$ cat config.mk
export PLATFORM = sky130hd
export DESIGN_NAME = dmem_arbiter
export DESIGN_NICKNAME = d
export VERILOG_FILES = /design/src/rtl/dmem_arbiter.sv
export SDC_FILE = /design/constraint.sdc
export NUM_CORES = 1
export LEC_CHECK = 0
export BUFFER_PORTS_ARGS = -buffer_cell sky130_fd_sc_hd__buf_4
export CAP_MARGIN = 20
export CORE_AREA = 2 2 99 101
export DETAILED_ROUTE_END_ITERATION = 10
export DIE_AREA = 0 0 101 103
export PLACE_DENSITY_LB_ADDON = 0.3
export SETUP_SLACK_MARGIN = 0.15
export SYNTH_ARGS = -nofsm -noshare
export SYNTH_HDL_FRONTEND = slang
export SYNTH_SLANG_ARGS = --single-unit
$ cat constraint.sdc
create_clock -name clk_i -period 2.4 [get_ports clk_i]
set_input_delay 0.72 -clock clk_i [delete_from_list [all_inputs] [get_ports clk_i]]
set_output_delay 0.72 -clock clk_i [all_outputs]
set_load 0.02 [all_outputs]
$ cat src/rtl/dmem_arbiter.sv
// dmem_arbiter: shares the lsu data-memory port between the M-stage CPU
// access and a word-burst debug/loader master. Debug bursts are sequenced
// beat by beat; the CPU is stalled while a beat owns the port, and counters
// bound how long either side can be starved by the other.
module dmem_arbiter #(
  parameter int MAX_DBG_WAIT  = 3,
  parameter int CPU_MAX_STALL = 4
) (
  input  logic        clk_i,
  input  logic        rst_ni,
  // CPU (M stage) side
  input  logic        cpu_req_i,
  input  logic        cpu_we_i,
  input  logic [11:0] cpu_addr_i,
  input  logic [3:0]  cpu_be_i,
  input  logic [31:0] cpu_wdata_i,
  output logic [31:0] cpu_rdata_o,
  output logic        cpu_stall_o,
  // debug / loader side
  input  logic        dbg_req_i,
  input  logic        dbg_we_i,
  input  logic [11:0] dbg_addr_i,
  input  logic [3:0]  dbg_len_i,
  input  logic [31:0] dbg_wdata_i,
  output logic        dbg_gnt_o,
  output logic        dbg_beat_o,
  output logic        dbg_rvalid_o,
  output logic [31:0] dbg_rdata_o,
  output logic        dbg_done_o,
  // lsu memory port
  output logic        mem_st_en_o,
  output logic [11:0] mem_addr_o,
  output logic [3:0]  mem_be_o,
  output logic [31:0] mem_st_data_o,
  input  logic [31:0] mem_ld_data_i
);

  // Counter widths leave headroom so a parameter of 0 still gets one bit.
  localparam int WAIT_W  = $clog2(MAX_DBG_WAIT + 2);
  localparam int STALL_W = $clog2(CPU_MAX_STALL + 2);

  localparam logic [WAIT_W-1:0]  WAIT_LIMIT  = WAIT_W'(MAX_DBG_WAIT);
  localparam logic [STALL_W-1:0] STALL_LIMIT = STALL_W'(CPU_MAX_STALL);

  typedef enum logic {
    IDLE  = 1'b0,
    BURST = 1'b1
  } state_t;

  state_t               state;
  logic [WAIT_W-1:0]    wait_cnt;
  logic [STALL_W-1:0]   stall_cnt;
  logic [3:0]           beat_cnt;
  logic                 we_q;
  logic [11:0]          addr_q;
  logic [3:0]           len_q;

  logic                 accept;
  logic                 cpu_slot;
  logic                 beat;
  logic                 last_beat;
  logic                 rd_beat;
  logic [11:0]          beat_addr;

  // Word address of a burst beat; the 12-bit sum wraps at the top of memory.
  function automatic logic [11:0] burst_addr(input logic [11:0] base,
                                             input logic [3:0]  idx);
    return base + {6'd0, idx, 2'b00};
  endfunction

  // Arbitration decisions, derived only from state, counters and cpu_req_i
  // (plus dbg_req_i for the grant) so the stall never depends on dbg_* inputs.
  always_comb begin
    accept    = (state == IDLE) & dbg_req_i &
                (~cpu_req_i | (wait_cnt == WAIT_LIMIT));
    cpu_slot  = (state == BURST) & cpu_req_i & (stall_cnt == STALL_LIMIT);
    beat      = (state == BURST) & ~cpu_slot;
    last_beat = beat & (beat_cnt == len_q);
    rd_beat   = beat & ~we_q;
    beat_addr = burst_addr(addr_q, beat_cnt);
  end

  // Memory port mux: debug owns the port on beat cycles, the CPU otherwise
  // (IDLE, the accept cycle and inserted CPU slots).
  always_comb begin
    if (beat) begin
      mem_st_en_o   = we_q;
      mem_addr_o    = beat_addr;
      mem_be_o      = 4'hF;
      mem_st_data_o = dbg_wdata_i;
    end else begin
      mem_st_en_o   = cpu_req_i & cpu_we_i;
      mem_addr_o    = cpu_addr_i;
      mem_be_o      = cpu_be_i;
      mem_st_data_o = cpu_wdata_i;
    end
  end

  // Handshake and stall outputs; CPU load data comes straight from memory.
  always_comb begin
    dbg_gnt_o   = accept;
    dbg_beat_o  = beat;
    cpu_stall_o = beat & cpu_req_i;
    cpu_rdata_o = mem_ld_data_i;
  end

  // Arbiter FSM with its counters, latched burst descriptor and the
  // registered read-data / completion outputs.
  always_ff @(posedge clk_i or negedge rst_ni) begin
    if (!rst_ni) begin
      state        <= IDLE;
      wait_cnt     <= '0;
      stall_cnt    <= '0;
      beat_cnt     <= '0;
      we_q         <= 1'b0;
      addr_q       <= '0;
      len_q        <= '0;
      dbg_rvalid_o <= 1'b0;
      dbg_rdata_o  <= '0;
      dbg_done_o   <= 1'b0;
    end else begin
      // Read beats return their data one cycle later; done follows the
      // final beat so it lines up with the last rvalid of a read burst.
      dbg_rvalid_o <= rd_beat;
      dbg_done_o   <= last_beat;
      if (rd_beat) begin
        dbg_rdata_o <= mem_ld_data_i;
      end

      case (state)
        IDLE: begin
          if (accept) begin
            we_q      <= dbg_we_i;
            addr_q    <= dbg_addr_i;
            len_q     <= dbg_len_i;
            beat_cnt  <= '0;
            wait_cnt  <= '0;
            stall_cnt <= '0;
            state     <= BURST;
          end else if (dbg_req_i & cpu_req_i & (wait_cnt < WAIT_LIMIT)) begin
            wait_cnt <= wait_cnt + 1'b1;
          end else if (!dbg_req_i) begin
            wait_cnt <= '0;
          end
        end

        BURST: begin
          if (cpu_slot) begin
            // The CPU gets this cycle; the burst pauses without advancing.
            stall_cnt <= '0;
          end else begin
            beat_cnt <= beat_cnt + 1'b1;
            if (cpu_req_i) begin
              stall_cnt <= stall_cnt + 1'b1;
            end else begin
              stall_cnt <= '0;
            end
            if (last_beat) begin
              state <= IDLE;
            end
          end
        end

        default: begin
          state <= IDLE;
        end
      endcase
    end
  end

endmodule

==> metrics.md <==
| Metric | Value |
|---|---|
| Outcome | `finished, violations left` |
| Failing checks | `negative setup slack` |
| CP cell instances | `ha_4 -> a211o_1 -> a21oi_4 -> mux2i_1 -> o211ai_1 -> buf_4` |
| Largest family of logic cells by synthesized area | `simple AND/OR/NAND/NOR gates` |
| Yosys cell types | `43` |
| Die X-Extent | `101 um` |
| Final wirelength | `14600 um` |
| Final Setup Violations | `47` |
| Die area | `10400 sq um` |
| TritonCTS Sinks | `62` |
| H-tree levels | `3` |
| Finished layout cell area | `7090 sq um` |
| Clock skew | `12.1 ps` |
| Setup ws final | `-320 ps` |
| Syn Area/Cell | `9.64 sq um` |
| Sequential share of the synthesized area | `42.9%` |
| DRT iter0 DRCs | `112` |
| Cells after Synth | `375` |
| Post-DP HPWL | `8990 um` |
| TritonRoute pass-1 iters | `4` |
| Slowest stage delay, CP | `410 ps` |
| Maximum clock path buffer count | `2` |
| Crit Path Max Fanout | `5` |
| FP Rows | `36` |
| Number of port buffers | `251` |
| Final Hold Fails | `0` |
| Largest net degree at the start of global routing | `63` |
| Multi-input gate area | `2320 sq um` |
| Vias in the first global route | `3883` |
| Starting Density | `38.2%` |
| Crit path capture type | `output port` |
| Synthesis-to-finish area growth | `96.1%` |
| Buf/Inv on CP | `1` |
| Worst hold-check path type | `input pin to async pin` |
| P per Cell Area | `1450 nW/um^2` |
| Top_reg_cell synth | `dfrtp_1` |
| Mapped cell area | `3620 sq um` |
| Grt ovf | `0` |
| RSZ-0062 raised after global routing | `yes` |
| Share of cells above drive strength 1 | `76.2%` |
| Clk Tree Root Cell | `clkbuf_8` |
| First-pass GRT wire length | `19400 um` |
| EDFF count, synth | `0` |
| Synth Warn # | `0` |
| CP top delay family | `compound AO/OA/AOI/OAI gates` |
| Fin Setup TNS | `-5290 ps` |
| Boundary Pins | `252` |
| Placed instance area | `5580 sq um` |
| Total Routing Usage GR | `24.4%` |
| CTS tree | `yes` |
| Setup CP Type | `register to output port` |
| Register Area | `1550 sq um` |
| Vias per cell | `5.06` |
| CTS buffer count | `9` |
| Max_cap viols | `0` |
| Placed cells | `710` |
| Most frequent cell after synthesis | `nand2_1` |
| Post-synthesis xor/xnor area fraction | `2.66%` |
| Post-synth top cells | `123 x nand2_1, 62 x dfrtp_1, 36 x mux2_2` |
| CP required | `1680 ps` |
| # DRC | `0` |
| Initial antenna violation count | `0` |
| Fin crit share | `113%` |
| DR vias | `3879` |
| Post-synth top area share | `42.9%` |
| Slowest cell on crit path | `dfrtp_1` |
| Clock transition at path regs | `70 ps` |
| Critical Path Source Type | `register` |
| Async set-reset flop share out of synthesis | `100%` |
| ANT nets after route | `0` |
| Pre-CTS setup slack | `7.41 ps` |
| Fill count | `603` |
| Layout Nets | `791` |
| Wirelength per Cell | `19.0 um` |
| Max-Slew Margin vs Limit | `47.2%` |
| Worst skew pair latency | `330 ps` |
| Slew at the pin with the worst max-slew slack | `792 ps` |
| Syn nets | `519` |
| Die Y | `103 um` |
| Crit path time final | `2720 ps` |
| Crit path DAT | `2000 ps` |
| Synth Register Bits | `62` |
| Synth Area in Simple Gates | `18.3%` |
| Max VDD drop | `0.000730 V` |
| Area leader, netlist | `dfrtp_1` |
| Final Max Slew Viols | `0` |
| Synth Area in Compound Gates | `5.16%` |
| Upper clock frequency limit | `368 MHz` |
| Mux contribution to synthesized area | `17.2%` |
| Cell Count, Final, Fillers Out | `766` |
| Adder-cell share of the synthesized area | `3.67%` |
| Pleak | `3.61 nW` |
| Largest cells by area after synthesis | `dfrtp_1 43%, nand2_1 13%, mux2_2 11%` |
| Placer congestion estimate | `0.884` |
| Ant diodes | `0` |
| Core Region | `9460 sq um` |
-- routing by layer --
layer  vias to the layer above  GRT usage, %  share of wire (%)
met3                        52          7.80                7.5
met2                       200          44.8                 53
li1                       1755             -                  -
met5                         -             0                  0
met1                      1872          24.2                 34
met4                         0          14.1                5.0
-- report_power, final --
| group | switching, mW | internal [mW] | total (mW) |
|---|---|---|---|
| Combinational | 3.62 | 3.81 | 7.43 |
| Sequential | 0.375 | 1.57 | 1.94 |
| Clock | 0.411 | 0.508 | 0.919 |
| Total | 4.40 | 5.89 | 10.3 |
-- layout make-up --
type | count | area share [%]
Clock inverter | 5 | 0.829
Sequential cell | 62 | 21.9
Clock buffer | 11 | 1.99
Multi-Input combinational cell | 259 | 32.8
Timing Repair Buffer | 309 | 40.0
Tap cell | 114 | 2.01
Inverter | 6 | 0.547
-- worst paths after layout --
check,start,endpoint,slack [ps],cells after the start
worst min-delay path,rst_ni,wait_cnt[0],460,1
worst max register to register,stall_cnt[0],dbg_rdata_o[7],370,10
worst max-delay path,beat_cnt[1],mem_addr_o[11],-320,6
max in group asynchronous,rst_ni,beat_cnt[1],1390,1
worst min register to register,dbg_rdata_o[31],dbg_rdata_o[31],510,1
min in group clk_i,dbg_rdata_o[31],dbg_rdata_o[31],510,1
-- stage by stage --
| stage | utilization, % | hold WS [ps] | power, mW |
|---|---|---|---|
| 3_3_place_gp | 59.0 | 480 | 7.04 |
| 3_5_place_dp | 59.0 | 487 | 7.18 |
| 2_1_floorplan | - | 424 | 5.10 |
| 6_report | 75.0 | 459 | 10.3 |
| 4_1_cts | 69.1 | 489 | 9.45 |
| 5_1_grt | 75.0 | 524 | 10.8 |
-- registers in the layout (all words and copies together) (netlist names) --
register,flops
we_q,1
dbg_done_o,1
addr_q,12
dbg_rdata_o,32
dbg_rvalid_o,1
stall_cnt,3
len_q,4
wait_cnt,3
beat_cnt,4
state,1
-- placed cells by master, fill, tap and decap left out, drive strengths merged, types with 3 or more instances in the layout --
master | netlist | layout
xor2 | 3 | 3
dfrtp | 62 | 62
nand3 | 6 | 6
nand2b | 4 | 4
a21oi | 7 | 7
nand2 | 124 | 124
mux2 | 51 | 51
xnor2 | 8 | 8
nor2 | 12 | 12
o21ai | 9 | 9
buf | 43 | 307
ha | 9 | 9
inv | 6 | 6
clkbuf | 5 | 13
-- logic make-up (layout without fill, tap and decap cells) --
logic type,count (synthesis),count (layout)
mux,52,52
simple gates,157,157
buf+inv,54,331
xor+xnor,11,11
flops,62,62
fa+ha+maj,10,10
compound gates,29,29
-- what timing repair did --
item	in CTS	in global routing
resized for setup	118	105
pin swaps	26	40
cloned	6	2
buffers inserted	21	12
hold buffers	0	0
endpoints found under the setup margin	52	52
Note: power is estimated with default switching activity, not from simulation.
